===== config.mk =====
export PLATFORM = sky130hd
export DESIGN_NAME = up2_mem_arb
export DESIGN_NICKNAME = d
export VERILOG_FILES = /design/src/rtl/up2_pkg.sv /design/src/rtl/up2_rr_pick.sv /design/src/rtl/up2_mem_arb.sv
export SDC_FILE = /design/constraint.sdc
export NUM_CORES = 1
export LEC_CHECK = 0
export BUFFER_PORTS_ARGS = -buffer_cell sky130_fd_sc_hd__buf_2
export CAP_MARGIN = 30
export CELL_PAD_IN_SITES_DETAIL_PLACEMENT = 0
export CELL_PAD_IN_SITES_GLOBAL_PLACEMENT = 1
export CORE_ASPECT_RATIO = 1.1
export CORE_UTILIZATION = 22
export CTS_BUF_LIST = sky130_fd_sc_hd__clkbuf_16
export DETAILED_ROUTE_END_ITERATION = 8
export HOLD_SLACK_MARGIN = 0.15
export PLACE_DENSITY = 0.88
export SYNTH_ARGS = -nofsm -noshare
export SYNTH_HDL_FRONTEND = slang
export SYNTH_HIERARCHICAL = 1
export SYNTH_SLANG_ARGS = --single-unit

===== constraint.sdc =====
create_clock -name clk -period 1.5 [get_ports clk]
set_input_delay 0 -clock clk [delete_from_list [all_inputs] [get_ports clk]]
set_output_delay 0 -clock clk [all_outputs]
set_load 0.01 [all_outputs]

===== src/rtl/up2_pkg.sv =====
// up2_pkg: constants and types shared by the up2 memory arbiter, its
// round-robin picker and the up2_mem swap units.
//   ARB_IDLE / ARB_BUSY : arbiter lock state encoding
//   UP2_*_NIBBLES       : default address / data widths in nibbles
//   UP2_TXN_ACKS        : acks in one swap transaction (read, write, read)
`timescale 1ns/1ps
package up2_pkg;

  localparam int unsigned UP2_ADDR_NIBBLES = 1;
  localparam int unsigned UP2_DATA_NIBBLES = 1;
  localparam int unsigned UP2_TXN_ACKS     = 3;

  typedef enum logic {
    ARB_IDLE = 1'b0,
    ARB_BUSY = 1'b1
  } arb_state_e;

endpackage


===== src/rtl/up2_rr_pick.sv =====
// up2_rr_pick: combinational round-robin picker.
//   pending     : one bit per requester
//   rr_ptr      : index of the last winner; search starts at rr_ptr+1
//   winner      : first pending index in rr_ptr+1, rr_ptr+2, ... mod NUM_REQ
//   any_pending : at least one pending bit set (winner is meaningless if 0)
`timescale 1ns/1ps
module up2_rr_pick
  import up2_pkg::*;
#(
  parameter int NUM_REQ   = 4,
  parameter int IDX_WIDTH = 2
) (
  input  logic [NUM_REQ-1:0]   pending,
  input  logic [IDX_WIDTH-1:0] rr_ptr,
  output logic [IDX_WIDTH-1:0] winner,
  output logic                 any_pending
);

  localparam logic [IDX_WIDTH:0] NUM_REQ_W = (IDX_WIDTH+1)'(NUM_REQ);

  // Scan from the farthest candidate down to rr_ptr+1 so the nearest pending
  // index is the last one written and therefore wins.
  // NOTE: every variable written in always_comb gets a default first, so no
  // path leaves it holding its old value (which would infer a latch).
  always_comb begin
    logic [IDX_WIDTH:0] cand;
    winner = rr_ptr;
    cand   = '0;
    for (int i = NUM_REQ; i >= 1; i--) begin
      cand = {1'b0, rr_ptr} + (IDX_WIDTH+1)'(i);
      if (cand >= NUM_REQ_W) cand = cand - NUM_REQ_W;
      if (pending[cand[IDX_WIDTH-1:0]]) winner = cand[IDX_WIDTH-1:0];
    end
  end

  assign any_pending = |pending;

endmodule


===== src/rtl/up2_mem_arb.sv =====
// up2_mem_arb: round-robin arbiter sharing one memory handshake port between
// NUM_REQ up2_mem swap units. A grant is locked for TXN_ACKS forwarded acks
// so one unit's read/write/read swap is never interleaved with another's.
//   i_req_read_req/i_req_write_req : per-requester level requests
//   i_req_addr/i_req_data          : flattened, requester k at [k*W +: W]
//   o_req_read_ack/o_req_write_ack : acks routed to the granted requester only
//   o_req_data                     : memory read data, broadcast
//   o_read_req/o_write_req/o_addr/o_data, i_read_ack/i_write_ack/i_data :
//                                    memory-side handshake
//   o_grant : one-hot grant (0 when idle)   o_busy : transaction locked
//   o_abort : one-cycle pulse when the granted requester walks away
`timescale 1ns/1ps
module up2_mem_arb
  import up2_pkg::*;
#(
  parameter int NUM_REQ      = 4,
  parameter int IDX_WIDTH    = 2,
  parameter int ADDR_NIBBLES = UP2_ADDR_NIBBLES,
  parameter int DATA_NIBBLES = UP2_DATA_NIBBLES,
  parameter int ADDR_WIDTH   = 4*ADDR_NIBBLES,
  parameter int DATA_WIDTH   = 4*DATA_NIBBLES,
  parameter int TXN_ACKS     = UP2_TXN_ACKS
) (
  input  logic                          clk,
  input  logic                          rst,
  input  logic [NUM_REQ-1:0]            i_req_read_req,
  input  logic [NUM_REQ-1:0]            i_req_write_req,
  input  logic [NUM_REQ*ADDR_WIDTH-1:0] i_req_addr,
  input  logic [NUM_REQ*DATA_WIDTH-1:0] i_req_data,
  output logic [NUM_REQ-1:0]            o_req_read_ack,
  output logic [NUM_REQ-1:0]            o_req_write_ack,
  output logic [DATA_WIDTH-1:0]         o_req_data,
  output logic                          o_read_req,
  input  logic                          i_read_ack,
  output logic                          o_write_req,
  input  logic                          i_write_ack,
  output logic [ADDR_WIDTH-1:0]         o_addr,
  output logic [DATA_WIDTH-1:0]         o_data,
  input  logic [DATA_WIDTH-1:0]         i_data,
  output logic [NUM_REQ-1:0]            o_grant,
  output logic                          o_busy,
  output logic                          o_abort
);

  localparam logic [1:0] LAST_ACK = 2'(TXN_ACKS-1);

  arb_state_e           state, state_n;
  logic [IDX_WIDTH-1:0] gnt_idx, gnt_idx_n;
  logic [IDX_WIDTH-1:0] rr_ptr, rr_ptr_n;
  logic [IDX_WIDTH-1:0] winner;
  logic [1:0]           ack_cnt, ack_cnt_n;
  logic                 abort_n;
  logic                 any_pending;
  logic [NUM_REQ-1:0]   pending;
  logic                 gnt_rd, gnt_wr;
  logic                 fwd_ack;

  assign pending = i_req_read_req | i_req_write_req;
  assign gnt_rd  = i_req_read_req[gnt_idx];
  assign gnt_wr  = i_req_write_req[gnt_idx];

  up2_rr_pick #(
    .NUM_REQ   (NUM_REQ),
    .IDX_WIDTH (IDX_WIDTH)
  ) u_pick (
    .pending     (pending),
    .rr_ptr      (rr_ptr),
    .winner      (winner),
    .any_pending (any_pending)
  );

  // State register. rr_ptr resets to the last index so requester 0 wins first.
  // NOTE: sequential state uses non-blocking (<=) so every flop samples the
  // pre-edge values; the reset is synchronous, so it sits inside the edge block.
  always_ff @(posedge clk) begin
    if (rst) begin
      state   <= ARB_IDLE;
      gnt_idx <= '0;
      rr_ptr  <= IDX_WIDTH'(NUM_REQ-1);
      ack_cnt <= '0;
      o_abort <= 1'b0;
    end else begin
      state   <= state_n;
      gnt_idx <= gnt_idx_n;
      rr_ptr  <= rr_ptr_n;
      ack_cnt <= ack_cnt_n;
      o_abort <= abort_n;
    end
  end

  // Next-state logic. Leaving BUSY always passes through IDLE, which gives the
  // one idle cycle between grants and makes the releaser lowest priority.
  always_comb begin
    state_n   = state;
    gnt_idx_n = gnt_idx;
    rr_ptr_n  = rr_ptr;
    ack_cnt_n = ack_cnt;
    abort_n   = 1'b0;
    case (state)
      ARB_IDLE: begin
        if (any_pending) begin
          state_n   = ARB_BUSY;
          gnt_idx_n = winner;
          rr_ptr_n  = winner;
          ack_cnt_n = '0;
        end
      end
      ARB_BUSY: begin
        if (fwd_ack) begin
          if (ack_cnt == LAST_ACK) begin
            state_n   = ARB_IDLE;
            ack_cnt_n = '0;
          end else begin
            ack_cnt_n = ack_cnt + 2'd1;
          end
        end else if (!gnt_rd && !gnt_wr) begin
          // Granted unit dropped its swap mid-way: release the lock.
          state_n   = ARB_IDLE;
          ack_cnt_n = '0;
          abort_n   = 1'b1;
        end
      end
      default: state_n = ARB_IDLE;
    endcase
  end

  // Output logic: pure combinational forwarding, no registers in the
  // request, ack or data paths. Read wins if a unit raises both requests.
  always_comb begin
    o_grant         = '0;
    o_read_req      = 1'b0;
    o_write_req     = 1'b0;
    o_req_read_ack  = '0;
    o_req_write_ack = '0;
    o_addr          = i_req_addr[gnt_idx*ADDR_WIDTH +: ADDR_WIDTH];
    o_data          = i_req_data[gnt_idx*DATA_WIDTH +: DATA_WIDTH];
    o_req_data      = i_data;
    if (state == ARB_BUSY) begin
      o_grant[gnt_idx]         = 1'b1;
      o_read_req               = gnt_rd;
      o_write_req              = gnt_wr & ~gnt_rd;
      o_req_read_ack[gnt_idx]  = i_read_ack & o_read_req;
      o_req_write_ack[gnt_idx] = i_write_ack & o_write_req;
    end
  end

  // Acks arriving without the matching request are neither routed nor counted.
  assign fwd_ack = (o_read_req & i_read_ack) | (o_write_req & i_write_ack);
  assign o_busy  = (state == ARB_BUSY);

endmodule


# Word-level counts from Yosys, hierarchy flattened

Index checks and enable logic that the tools add are counted.

Flip-flop bits (word level): 8
Latch bits: 0
Memory bits (writable): 0
Bits in read-only memories: 0
Output and inout bits: 28
Logic and storage cells: 86
Memories: 0

$add $sub $neg: 9
$mul: 0
Div/mod/pow operators: 0
$lt $le $gt $ge: 10
Eq/ne operators: 3
Shift operators: 2
Multiplexer cells: 38
Bitwise gates (word level): 11
Reductions and logical operators: 8

Operators with widths:

| cell                  | number |
|---|---|
| $shiftx A16 B5 Y4     | 2 |
| $mux W2               | 12 |
| $lt A2 B3 Y1 const B  | 5 |
| $mux W1               | 14 |
| $bmux W1 S2           | 6 |
| $ge A3 B3 Y1 const B  | 4 |
| $mux W4               | 3 |
| $and A4 B4 Y4         | 2 |
| $sub A2 B1 Y2 const B | 4 |
| $add A2 B2 Y3 const B | 2 |
| $and A1 B1 Y1         | 5 |
| $or A4 B4 Y4          | 1 |
| $pmux W2 S2           | 1 |
| $reduce_and A2 Y1     | 2 |
| $reduce_or A4 Y1      | 1 |
| $add A2 B1 Y3 const B | 1 |
| $add A2 B3 Y3 const B | 1 |
| $ne A3 B1 Y1 const B  | 1 |
| $reduce_or A3 Y1      | 1 |
| $add A2 B1 Y2 const B | 1 |
| $demux W1 S2          | 1 |
| $eq A2 B2 Y1 const B  | 1 |
| $ge A2 B1 Y1 const B  | 1 |
| $logic_and A1 B1 Y1   | 2 |
| 5 further kinds       | 7 |

# Depth between registers and ports, before layout

Gate-level depths: netlist (run 1).

Depth in word-level cells: 9
Mapped depth: 6
Depth with buffers taken out: 6

# Hierarchy

The synthesis (run 1) kept the hierarchy.

By module, submodules not included:

| module      | instances | cells an instance | area each (µm²) | seq. area each (µm²) |
|---|---|---|---|---|
| up2_mem_arb | 1         | 86                | 765.7           | 160.2 |
| up2_rr_pick | 1         | 14                | 82.6            | 0.0 |

# Worst setup path after synthesis (run 1)

Ideal clock, no wire load.

Path type: flip-flop to output port
Start point: register gnt_idx[0]
End point: output port o_req_write_ack[0]
Data arrival time: 1.686 ns
Required time: 1.500 ns
Slack: -0.186 ns
Cell stages (with the launch flop): 6
Path through: dfxtp_1 buf_6 mux4_2 nor2b_1 nand3_1 nor3_1

Longest elaborated chain between the ends: 7
Elaborated cells on any way between the ends: 14
Classes of those cells: order compare (2); mux (7); bitwise (4); reduce/logical (1)

Ends and longest elaborated chain:

| element                                                              | line               | text |
|---|---|---|
| start: declaration                                                   | up2_mem_arb.sv:48  | `logic [IDX_WIDTH-1:0] gnt_idx, gnt_idx_n;` |
| start signal: assignment                                             | up2_mem_arb.sv:84  | `gnt_idx <= gnt_idx_n;` |
| parallel branches: the longest is 5 deep, another holds $lt A2 B3 Y1 | --                 |  |
| $and A4 B4 Y4 (no source line) (*)                                   | --                 |  |
| $mux W4 (*)                                                          | up2_mem_arb.sv:138 | `if (state == ARB_BUSY) begin` |
| end: declaration                                                     | up2_mem_arb.sv:31  | `output logic [NUM_REQ-1:0] o_req_write_ack,` |

Mark *: on every way between the ends. The select of a mux whose other input is x is not followed.

# Worst setup path in the final report (run 1)

Start point: register gnt_idx[0]
End point: output port o_write_req

Longest elaborated chain between the ends: 5
Elaborated cells on any way between the ends: 7
Classes of those cells: mux (5); bitwise (2)

Ends and longest elaborated chain:

| element                       | line               | text |
|---|---|---|
| $bmux W1 S2                   | up2_mem_arb.sv:59  | `assign gnt_rd = i_req_read_req[gnt_idx];` |
| $mux W1 (implied by the code) | up2_mem_arb.sv:59  |  |
| $not A1 Y1                    | up2_mem_arb.sv:141 | `o_write_req = gnt_wr & ~gnt_rd;` |
| $and A1 B1 Y1 (*)             | up2_mem_arb.sv:141 |  |
| $mux W1 (*)                   | up2_mem_arb.sv:138 |  |
| end: declaration              | up2_mem_arb.sv:35  | `output logic o_write_req,` |

Every way passes the cells marked *; elsewhere a longest branch is shown, timed or not. The select of a mux whose other input is x is not followed.

==> impl_results.md, run 1 <==
- Routed wire length: around 2.7 mm
- Syn Std Cell Area: approximately 850 um^2
- Most frequent cells in the layout: buf_2 (66), mux4_2 (10), nand2_1 (10)
- Post-route insts no fill: between 200 and 250
- Synth-to-layout area growth: 74.34%
- Yosys reg bits: 8
- Hold Path Sink: ack_cnt[0]
- Antenna diodes: 0
- Sink Count: 8
- Hold slack final: between 0.15 and 0.2 ns
- Commonest non-fill, non-tap cell in the layout: buf_2
- Relative slew margins: 0.7454
- Total power: around 0.0012 W
- WL/cell: about 12 um
- Area contributors post-synth: mux4_2 (27%), dfxtp_1 (19%), nand2_1 (5.3%), nor2_1 (4.4%), a21oi_1 (4.1%)
- Area fraction of the dominant cell type after synthesis: 0.2655
- Layout cells sized above 1: 0.6102
- Delay-heaviest family, CP: multiplexers
- Hold path cells: 4
- Outcome: finished with violations
- Nets@finish: around 230
- Worst Path Buf+Inv: 3
- Clk_lat worst skew: 0.23 ns
- Reg2reg setup slack: -0.15 ns
- Critical path endpoint category: output port
- Root Buffer: clkbuf_16
- Fmax: about 590 MHz
- P_leak: between 0.7 and 0.8 nW
- Startpoint class of the critical path: flip-flop
- H-tree levels: 1
- Vias in the first global route: ~900
- Via/cell ratio: around 4.6
- Antenna-violating nets left: 0
- I/O pin count: 76
- Largest net degree at the start of global routing: 16
- Synth area leader: mux4_2
- Drt pass-1 iters: 4
- Failing checks: setup timing
- Total core area: 3655 um^2
- Max Cap Viol: 0
- Gate count of the mapped netlist: 100
- Max-slew violation count: 0
- Type of the tightest min-delay check: primary input to flip-flop
- Clock Pin Slew Worst Setup and Hold Paths: ~0.04 ns
- Initial antenna violation count: 0
- Die height: 67.13 um
- Buffers on Ports: 67
- Worst EP required: approximately 1.5 ns
- Routability congestion estimate: between 0.7 and 0.8
- Grt total ovfl: 0
- Register area: 161.4 um^2
- R2R cell count: 6
- DRC: 0
- Crit path kind: flip-flop to output port
- Site Rows: 23
- VDD IR-drop max: around 0.00029 V
- Initial Utilization: 0.2321
- Fill cell count: around 370
- 1st-iter DRT viols: roughly 40
- Critical path arrival: between 1.5 and 2 ns
- Top fanout value on the critical path: 4
- Final min period: roughly 1.7 ns
- First-pass GRT wire length: 3.643 mm
- RSZ-0062 raised after global routing: true
- R2R Path Start: gnt_idx[0]
- Placed Cells: 217
- DIE AREA: a little over 4000 um^2
- Global Route Usage Sum: 0.1277
- DP Wirelength: approximately 2.3 mm
- Critical path's largest stage delay: approximately 0.50 ns
- Crit-path slowest cell: mux4_2
- Power density cells: slightly above 800 nW/um^2
- Synthesis warning total: 6
- Syn nets: between 100 and 150
- Final hold vios: 0
- Skew final: around 0.00075 ns
- RR Endpoint: o_busy
- CTS tree: done
- Clock tree buffer depth: 2
- DIE WIDTH: ~61 um
- Area of the multi-input gates: ~660 um^2
- Final worst path period share: 1.131
- Setup ws final: -0.1959 ns
- Post-synthesis sequential area ratio: 0.1888
- Final setup viols: 21
- Count of cell types in the netlist: 29
- Worst Hold Launch: i_read_ack
- Worst slew pin tran: about 0.38 ns
- Avg Cell Area, Syn: about 8.5 um^2
- Via count: approximately 1,100
- Num CTS Buffers: 3
- Fin util: 0.4047
- Worst path cell trace: buf_4 > buf_6 > mux4_2 > nor2b_4 > and2_1 > buf_2
metal layers:
layer / track usage / share of wire
met1: 0.09696 / 0.34
met2: 0.2758 / 0.55
met3: 0.04272 / 0.10
met4: 0.04261 / 0.0066
met5: 0 / 0
kinds of logic (layout without fill, tap and decap cells):
logic type | after synthesis | in the layout | share of synthesized area
AO/OA/AOI/OAI | 16 | 16 | 0.1239
buffers and inverters | 16 | 93 | 0.09733
flip-flops | 8 | 8 | 0.1888
multiplexers | 12 | 12 | 0.2891
AND/OR/NAND/NOR | 48 | 48 | 0.3009
stage by stage:
step	setup WS [ns]	TNS (ns)	area (um^2)
after floorplan	-0.1554	-0.7716	859.6
after global placement	-0.1184	-0.5247	1272
after detailed placement	-0.1508	-0.7944	1272
after CTS	-0.2068	-2.295	1455
after global routing	-0.2748	-3.649	1479
final	-0.1959	-2.320	1479
synthesized netlist by cell type:
cell type  instances
dfxtp_1            8
buf_1              1
buf_4              4
a221o_1            1
a31oi_1            3
clkbuf_1           4
inv_1              6
nor4_1             2
nand3b_4           1
o221ai_1           1
or2_2              4
nor2_1            10
nand3b_1           1
a221oi_1           1
and2_1             3
a211o_1            1
nor2b_1            3
nand2b_1           4
nor3b_1            1
nor3_1             4
or4_1              1
mux2i_1            2
nand3_1            2
nand2_1           12
buf_6              1
a21oi_1            7
o2bb2ai_1          1
mux4_2            10
o22ai_1            1
how the worst max path moves through the flow:
stage                          start            endpoint  depth (start not counted)
after CTS                 gnt_idx[0]  o_req_write_ack[0]                          5
final                     gnt_idx[0]         o_write_req                          6
after floorplan           gnt_idx[0]          ack_cnt[1]                          5
after global routing      gnt_idx[0]  o_req_write_ack[0]                          7
after global placement    gnt_idx[0]  o_req_write_ack[0]                          5
after detailed placement  gnt_idx[0]  o_req_write_ack[0]                          5
worst register-to-register path, delay by kind of cell (launching register included):
family | cells | cell delay, ns
AO/OA/AOI/OAI | 2 | 0.28
buffers and inverters | 2 | 0.27
flip-flops | 1 | 0.33
multiplexers | 2 | 0.70
power breakdown:
| part | switching (W) | internal, W |
|---|---|---|
| Sequential | 0.0000276 | 0.000235 |
| Clock | 0.000101 | 0.000343 |
| Combinational | 0.000232 | 0.000277 |
| Total | 0.000361 | 0.000855 |
sequential cells by signal (all words and copies together) (netlist names):
register and cells:
o_abort 1, rr_ptr 2, gnt_idx 2, o_busy 1
ack_cnt 2
area by class of cell:
| cell class | instances | share of cell area |
|---|---|---|
| Multi-Input combinational cell | 76 | 0.4442 |
| Timing Repair Buffer | 84 | 0.3384 |
| Sequential cell | 8 | 0.1091 |
| Clock buffer | 3 | 0.05076 |
| Tap cell | 50 | 0.04230 |
| Inverter | 6 | 0.01523 |
timing repair:
item,4_1_cts,5_1_grt
hold endpoints to repair,11,0
pin swaps,10,4
endpoints found under the setup margin,20,22
hold buffers,5,0
buffers inserted,1,1
gates resized for setup,12,4
Note: power is estimated with default switching activity, not from simulation.
==> run 2, diff against run 1 <==
- MAX_ROUTING_LAYER: default -> met4
==> impl_results.md, run 2 (synthesis gave the netlist of run 1 again) <==
- Hold slack final: 0.1637 ns (+0.00006100 ns)
- Via count: 1,053 (unchanged)
- 1st-iter DRT viols: 41 (unchanged)
- Vias in the first global route: 914 (unchanged)
- Worst slew pin tran: 0.3819 ns (+0.0005571 ns)
- Initial antenna violation count: 0 (unchanged)
- H-tree levels: 1 (unchanged)
- Routability congestion estimate: 0.8002 (+1.4%)
- Largest net degree at the start of global routing: 16 (unchanged)
- Grt total ovfl: 0 (unchanged)
- Delay-heaviest family, CP: multiplexers
- Root Buffer: clkbuf_16
- Initial Utilization: 0.2321 (unchanged)
- Fmax: 589.7 MHz (about the same)
- Final min period: 1.696 ns (-0.00006200 ns)
- Synth-to-layout area growth: 74.34% (unchanged)
- Clk_lat worst skew: 0.23 ns (about the same)
- Total power: 0.001216 W (about the same)
- DIE AREA: 4108 um^2 (unchanged)
- Post-DP Area: 1272 um^2 (unchanged)
- WL/cell: 12.08 um (unchanged)
- Largest regs: ack_cnt (2), gnt_idx (2), rr_ptr (2)
- Drt pass-1 iters: 4 (unchanged)
- Num CTS Buffers: 3 (unchanged)
- Crit path kind: flip-flop to output port
- CTS tree: done
- VDD IR-drop max: 0.0002861 V (about the same)
- Layout cells sized above 1: 0.6102 (unchanged)
- Setup ws final: -0.1959 ns (+0.00006200 ns)
- P_leak: 0.7166 nW (unchanged)
- Worst path cell trace: buf_4 > buf_6 > mux4_2 > nor2b_4 > and2_1 > buf_2
- Skew final: 0.0007525 ns (+0.0000004990 ns)
- Via/cell ratio: 4.639 (unchanged)
- Critical path endpoint category: output port
- Final hold vios: 0 (unchanged)
- Final setup viols: 21 (unchanged)
- Worst EP required: 1.50 ns (about the same)
- Total core area: 3655 um^2 (unchanged)
- Routed wire length: 2.743 mm (unchanged)
- Commonest non-fill, non-tap cell in the layout: buf_2
- DRC: 0 (unchanged)
- Sink Count: 8 (unchanged)
- First-pass GRT wire length: 3.643 mm (unchanged)
- Fin util: 0.4047 (unchanged)
- Antenna-violating nets left: 0 (unchanged)
- Max Cap Viol: 0 (unchanged)
- Type of the tightest min-delay check: primary input to flip-flop
- Startpoint class of the critical path: flip-flop
- Global Route Usage Sum: 0.1314 (+0.003636)
- Die height: 67.13 um (unchanged)
- Relative slew margins: 0.7450 (about the same)
- Max-slew violation count: 0 (unchanged)
- Most frequent cells in the layout: buf_2 (66), mux4_2 (10), nand2_1 (10)
- RSZ-0062 raised after global routing: true
- Critical path's largest stage delay: 0.50 ns (about the same)
- Critical path arrival: 1.70 ns (about the same)
- DP Wirelength: 2.270 mm (unchanged)
- Clock tree buffer depth: 2 (unchanged)
- Top fanout value on the critical path: 4 (unchanged)
- Antenna diodes: 0 (unchanged)
- DIE WIDTH: 61.21 um (unchanged)
- Buffers on Ports: 67 (unchanged)
- Crit-path slowest cell: mux4_2
- Nets@finish: 227 (unchanged)
- Worst Path Buf+Inv: 3 (unchanged)
- Dpl ws: -0.1508 ns (unchanged)
- Site Rows: 23 (unchanged)
- Power density cells: 822.5 nW/um^2 (about the same)
- Outcome: finished with violations
- Final worst path period share: 1.131 (about the same)
- I/O pin count: 76 (unchanged)
- Clock Pin Slew Worst Setup and Hold Paths: 0.04 ns (about the same)
- Failing checks: setup timing
- Final Instance Area: 1479 um^2 (unchanged)
run 2: layout make-up:
cell class,instances,area (um^2)
inverter,6,22.52
fill,372,2176
timing repair buffer,84,500.5
multi-input combinational,76,656.9
sequential,8,161.4
clock buffer,3,75.07
tap,50,62.56
run 2: layer usage:
metal | routed length (um) | vias up | GRT usage
met4 | 18 | 0 | 0.04261
met1 | 941 | 472 | 0.09813
met5 | 0 | - | -
li1 | - | 522 | -
met3 | 277 | 2 | 0.04078
met2 | 1506 | 57 | 0.2758
run 2: worst paths after layout:
check,endpoint,cells past startpoint,startpoint,slack (ns)
hold / removal,ack_cnt[0],4,i_read_ack,0.16
hold reg to reg,ack_cnt[0],2,ack_cnt[0],0.53
setup / recovery,o_write_req,6,gnt_idx[0],-0.20
setup reg to reg,o_busy,6,gnt_idx[0],-0.15
run 2: power by group:
group	internal, W	leakage (nW)	switching [W]
Sequential	0.000235	0.0663	0.0000276
Combinational	0.000277	0.613	0.000232
Clock	0.000343	0.0370	0.000101
run 2: through the flow:
stage / setup TNS (ns) / instances
after floorplan: -0.7716 / 100
after global placement: -0.5247 / 217
after detailed placement: -0.7944 / 217
after CTS: -2.295 / 226
after global routing: -3.649 / 227
final: -2.319 / 227
run 2: repair_timing:
action,4_1_cts,5_1_grt
gates resized for setup,12,4
hold buffers,5,0
endpoints found under the hold margin,11,0
endpoints found under the setup margin,20,22
buffers inserted,1,1
pin swaps,10,4
run 2: tightest hold or removal path, cell delays in order:
cell       delay [ns]
buf_2            0.14
nand2_2          0.06
nand2_1          0.06
o2bb2ai_1        0.10
==> run 3, diff against run 2 <==
- CORE_UTILIZATION: 22 -> 23
- PLACE_DENSITY: 0.88 -> 0.87
- SYNTH_HIERARCHICAL: 1 -> default
==> impl_results.md, run 3 <==
- Final hold vios: 0 (unchanged)
- H-tree levels: 1 (unchanged)
- Syn nets: 160 (+8.1%)
- Critical path endpoint category: output port
- Worst EP required: 1.50 ns (about the same)
- Setup ws final: -0.2030 ns (-0.007091 ns)
- Post-route insts no fill: 242 (+6.6%)
- VDD IR-drop max: 0.0003651 V (+28%)
- Worst path cell trace: mux4_2 > nand2b_4 > nor2_4 > and4_1 > buf_2
- Die height: 69.44 um (+3.4%)
- Total core area: 3964 um^2 (+8.5%)
- Async set-reset flop share out of synthesis: 0 (unchanged)
- Area share of and/or/nand/nor cells after synthesis: 0.2724 (-0.02852)
- Layout cells sized above 1: 0.6158 (+0.005620)
- Critical path arrival: 1.70 ns (about the same)
- DRC: 0 (unchanged)
- DP Wirelength: 2.590 mm (+14%)
- Gate count of the mapped netlist: 112 (+12%)
- CTS tree: done
- P_leak: 0.7515 nW (+4.9%)
- Gate power share: 0.461 (+0.042)
- Fill cell count: 423 (+14%)
- Type of the tightest min-delay check: primary input to flip-flop
- Hold path cells: 5 (+1)
- Switching power: 0.0004178 W (+16%)
- Fmax: 587.2 MHz (-0.42%)
- Initial Utilization: 0.2399 (+0.007787)
- Total power: 0.001325 W (+8.9%)
- Startpoint class of the critical path: flip-flop
- Placed Cells: 233 (+7.4%)
- Area fraction of the dominant cell type after synthesis: 0.2368 (-0.02864)
- Antenna-violating nets left: 0 (unchanged)
- Buffers on Ports: 67 (unchanged)
- Max Cap Viol: 0 (unchanged)
- First-pass GRT wire length: 5.444 mm (+49%)
- Site Rows: 24 (+4.3%)
- Vias in the first global route: 1,220 (+33%)
- Met1 GRT Util: 0.1704 (+0.07228)
- Area contributors post-synth: mux4_2 (24%), dfxtp_1 (17%), buf_4 (3.9%), nor2_1 (3.9%), nand2_1 (3.6%)
- Failing checks: setup timing
- Num CTS Buffers: 3 (unchanged)
- Final min period: 1.703 ns (+0.007091 ns)
- Post-synthesis sequential area ratio: 0.1684 (-0.02037)
- Crit-path slowest cell: mux4_2
- Busiest grt layer: met2
- Largest net degree at the start of global routing: 13 (-3)
- Synth area leader: mux4_2
- Global Route Usage Sum: 0.1595 (+0.02816)
- I/O pin count: 76 (unchanged)
- Yosys reg bits: 8 (unchanged)
- Max-slew violation count: 0 (unchanged)
- Nets@finish: 240 (+5.7%)
- WL/cell: 13.17 um (+9.0%)
- Area share of fa/ha/maj cells after synthesis: 0 (unchanged)
- Worst slew pin tran: 0.4517 ns (+0.06981 ns)
- Count of cell types in the netlist: 44 (+52%)
- 1st-iter DRT viols: 60 (+46%)
- Commonest non-fill, non-tap cell in the layout: buf_2
- RSZ-0062 raised after global routing: true
- Clock power share: 0.340 (-0.025)
- Final setup viols: 15 (-29%)
- Clock tree buffer depth: 2 (unchanged)
- Primary FF master, synth: dfxtp_1
- Crit path kind: flip-flop to output port
- Drt pass-1 iters: 4 (unchanged)
- Post-DP Area: 1405 um^2 (+10%)
- Avg Cell Area, Syn: 8.490 um^2 (about the same)
- Final worst path period share: 1.135 (+0.004727)
- DIE WIDTH: 63.31 um (+3.4%)
- Antenna diodes: 0 (unchanged)
- Syn Std Cell Area: 950.9 um^2 (+12%)
- DIE AREA: 4396 um^2 (+7.0%)
- Hold slack final: 0.2837 ns (+0.1200 ns)
- Fraction of synthesized cell area in xor and xnor cells: 0 (unchanged)
- Skew final: 0.001705 ns (+0.0009530 ns)
- Via count: 1,174 (+11%)
- Grt total ovfl: 0 (unchanged)
- Sink Count: 8 (unchanged)
- Synth-to-layout area growth: 71.05%
- Clock Pin Slew Worst Setup and Hold Paths: 0.04 ns (about the same)
- Largest family of logic cells by synthesized area: simple AND/OR/NAND/NOR gates
- Largest regs: ack_cnt (2), gnt_idx (2), rr_ptr (2)
- Final Instance Area: 1627 um^2 (+10%)
- Mux cell area share after synthesis: 0.2697 (-0.01935)
- Synthesis warning total: 0 (-6)
- Outcome: finished with violations
- Synth cell count leaders: mux4_2 (10), nor2_1 (10), nand2_1 (9), dfxtp_1 (8), inv_1 (6)
- Met3 usage: 0.02796 (-0.01282)
- R2R cell count: 5 (-1)
- Top fanout value on the critical path: 4 (unchanged)
- M2 GR Usage: 0.2855 (+0.009728)
- Routed wire length: 3.188 mm (+16%)
- Switching Fraction: 0.3154 (+0.01857)
- Synth Area in Compound Gates: 0.1974 (+0.07347)
- Internal: 0.0009068 W (+6.0%)
- Via/cell ratio: 4.851 (+4.6%)
- Relative slew margins: 0.6977 (-0.04730)
- Root Buffer: clkbuf_16
- Critical path's largest stage delay: 0.54 ns (+0.04 ns)
- EDFF count, synth: 0 (unchanged)
- Routability congestion estimate: 0.7975 (-0.34%)
- Power density cells: 814.4 nW/um^2 (-0.99%)
- Sequential share of power: 0.199 (-0.017)
- Initial antenna violation count: 0 (unchanged)
- Most frequent cells in the layout: buf_2 (64), buf_4 (12), mux4_2 (10)
- Clk_lat worst skew: 0.23 ns (about the same)
==> run 3: metrics by stage <==
step / setup TNS [ns] / utilization / worst slack, ns
6_report: -2.250 / 0.4104 / -0.2030
5_1_grt: -3.677 / 0.4104 / -0.2814
3_5_place_dp: -0.5239 / 0.3545 / -0.1305
3_3_place_gp: -0.2652 / 0.3545 / -0.08886
4_1_cts: -2.438 / 0.3927 / -0.2252
2_1_floorplan: -0.1853 / - / -0.09301
==> run 3: repair_timing <==
item	in CTS	in global routing
endpoints found under the setup margin	15	23
hold buffers	5	0
gates resized for setup	7	15
pin swaps	9	3
buffers inserted	0	1
endpoints found under the hold margin	11	0
==> run 3: worst max-delay path, delay by kind of cell, from the launching register on <==
family / cells / cell delay (ns)
flops: 1 / 0.33
mux: 1 / 0.54
simple gates: 3 / 0.46
buf+inv: 1 / 0.13
==> run 3: power groups by stage <==
stage | Combinational, W | Sequential, W | Clock [W]
finish | 0.000611 | 0.000263 | 0.000450
global placement | 0.000540 | 0.000263 | 0
CTS | 0.000577 | 0.000263 | 0.000454
detailed placement | 0.000547 | 0.000265 | 0
global route | 0.000664 | 0.000269 | 0.000470
floorplan | 0.000343 | 0.000254 | 0
==> run 3: per-layer routing <==
layer	up-vias	part of all wire
met4	0	0.013
met2	38	0.53
li1	581	-
met3	4	0.050
met1	551	0.41
met5	-	0
==> run 3: worst paths after layout <==
kind	start	endpoint	slack [ns]
min reg2reg	ack_cnt[0]	ack_cnt[0]	0.51
min	i_write_ack	ack_cnt[0]	0.28
max	gnt_idx[0]	o_req_write_ack[2]	-0.20
max reg2reg	gnt_idx[0]	ack_cnt[1]	-0.13
==> run 3: final cells by class <==
class | count | area, um^2 | area share
multi-input combinational | 86 | 773.2 | 0.4754
timing repair buffer | 87 | 528.0 | 0.3246
sequential | 8 | 162.7 | 0.1000
clock buffer | 3 | 75.07 | 0.04615
tap | 52 | 65.06 | 0.04000
inverter | 6 | 22.52 | 0.01385
==> run 3: cells by family (layout without fill, tap and decap cells) <==
| kind of cell | after synthesis | after routing |
|---|---|---|
| buffers and inverters | 18 | 96 |
| DFF | 8 | 8 |
| AOI/OAI and AO/OA | 26 | 26 |
| and+or+nand+nor | 47 | 47 |
| muxes | 13 | 13 |
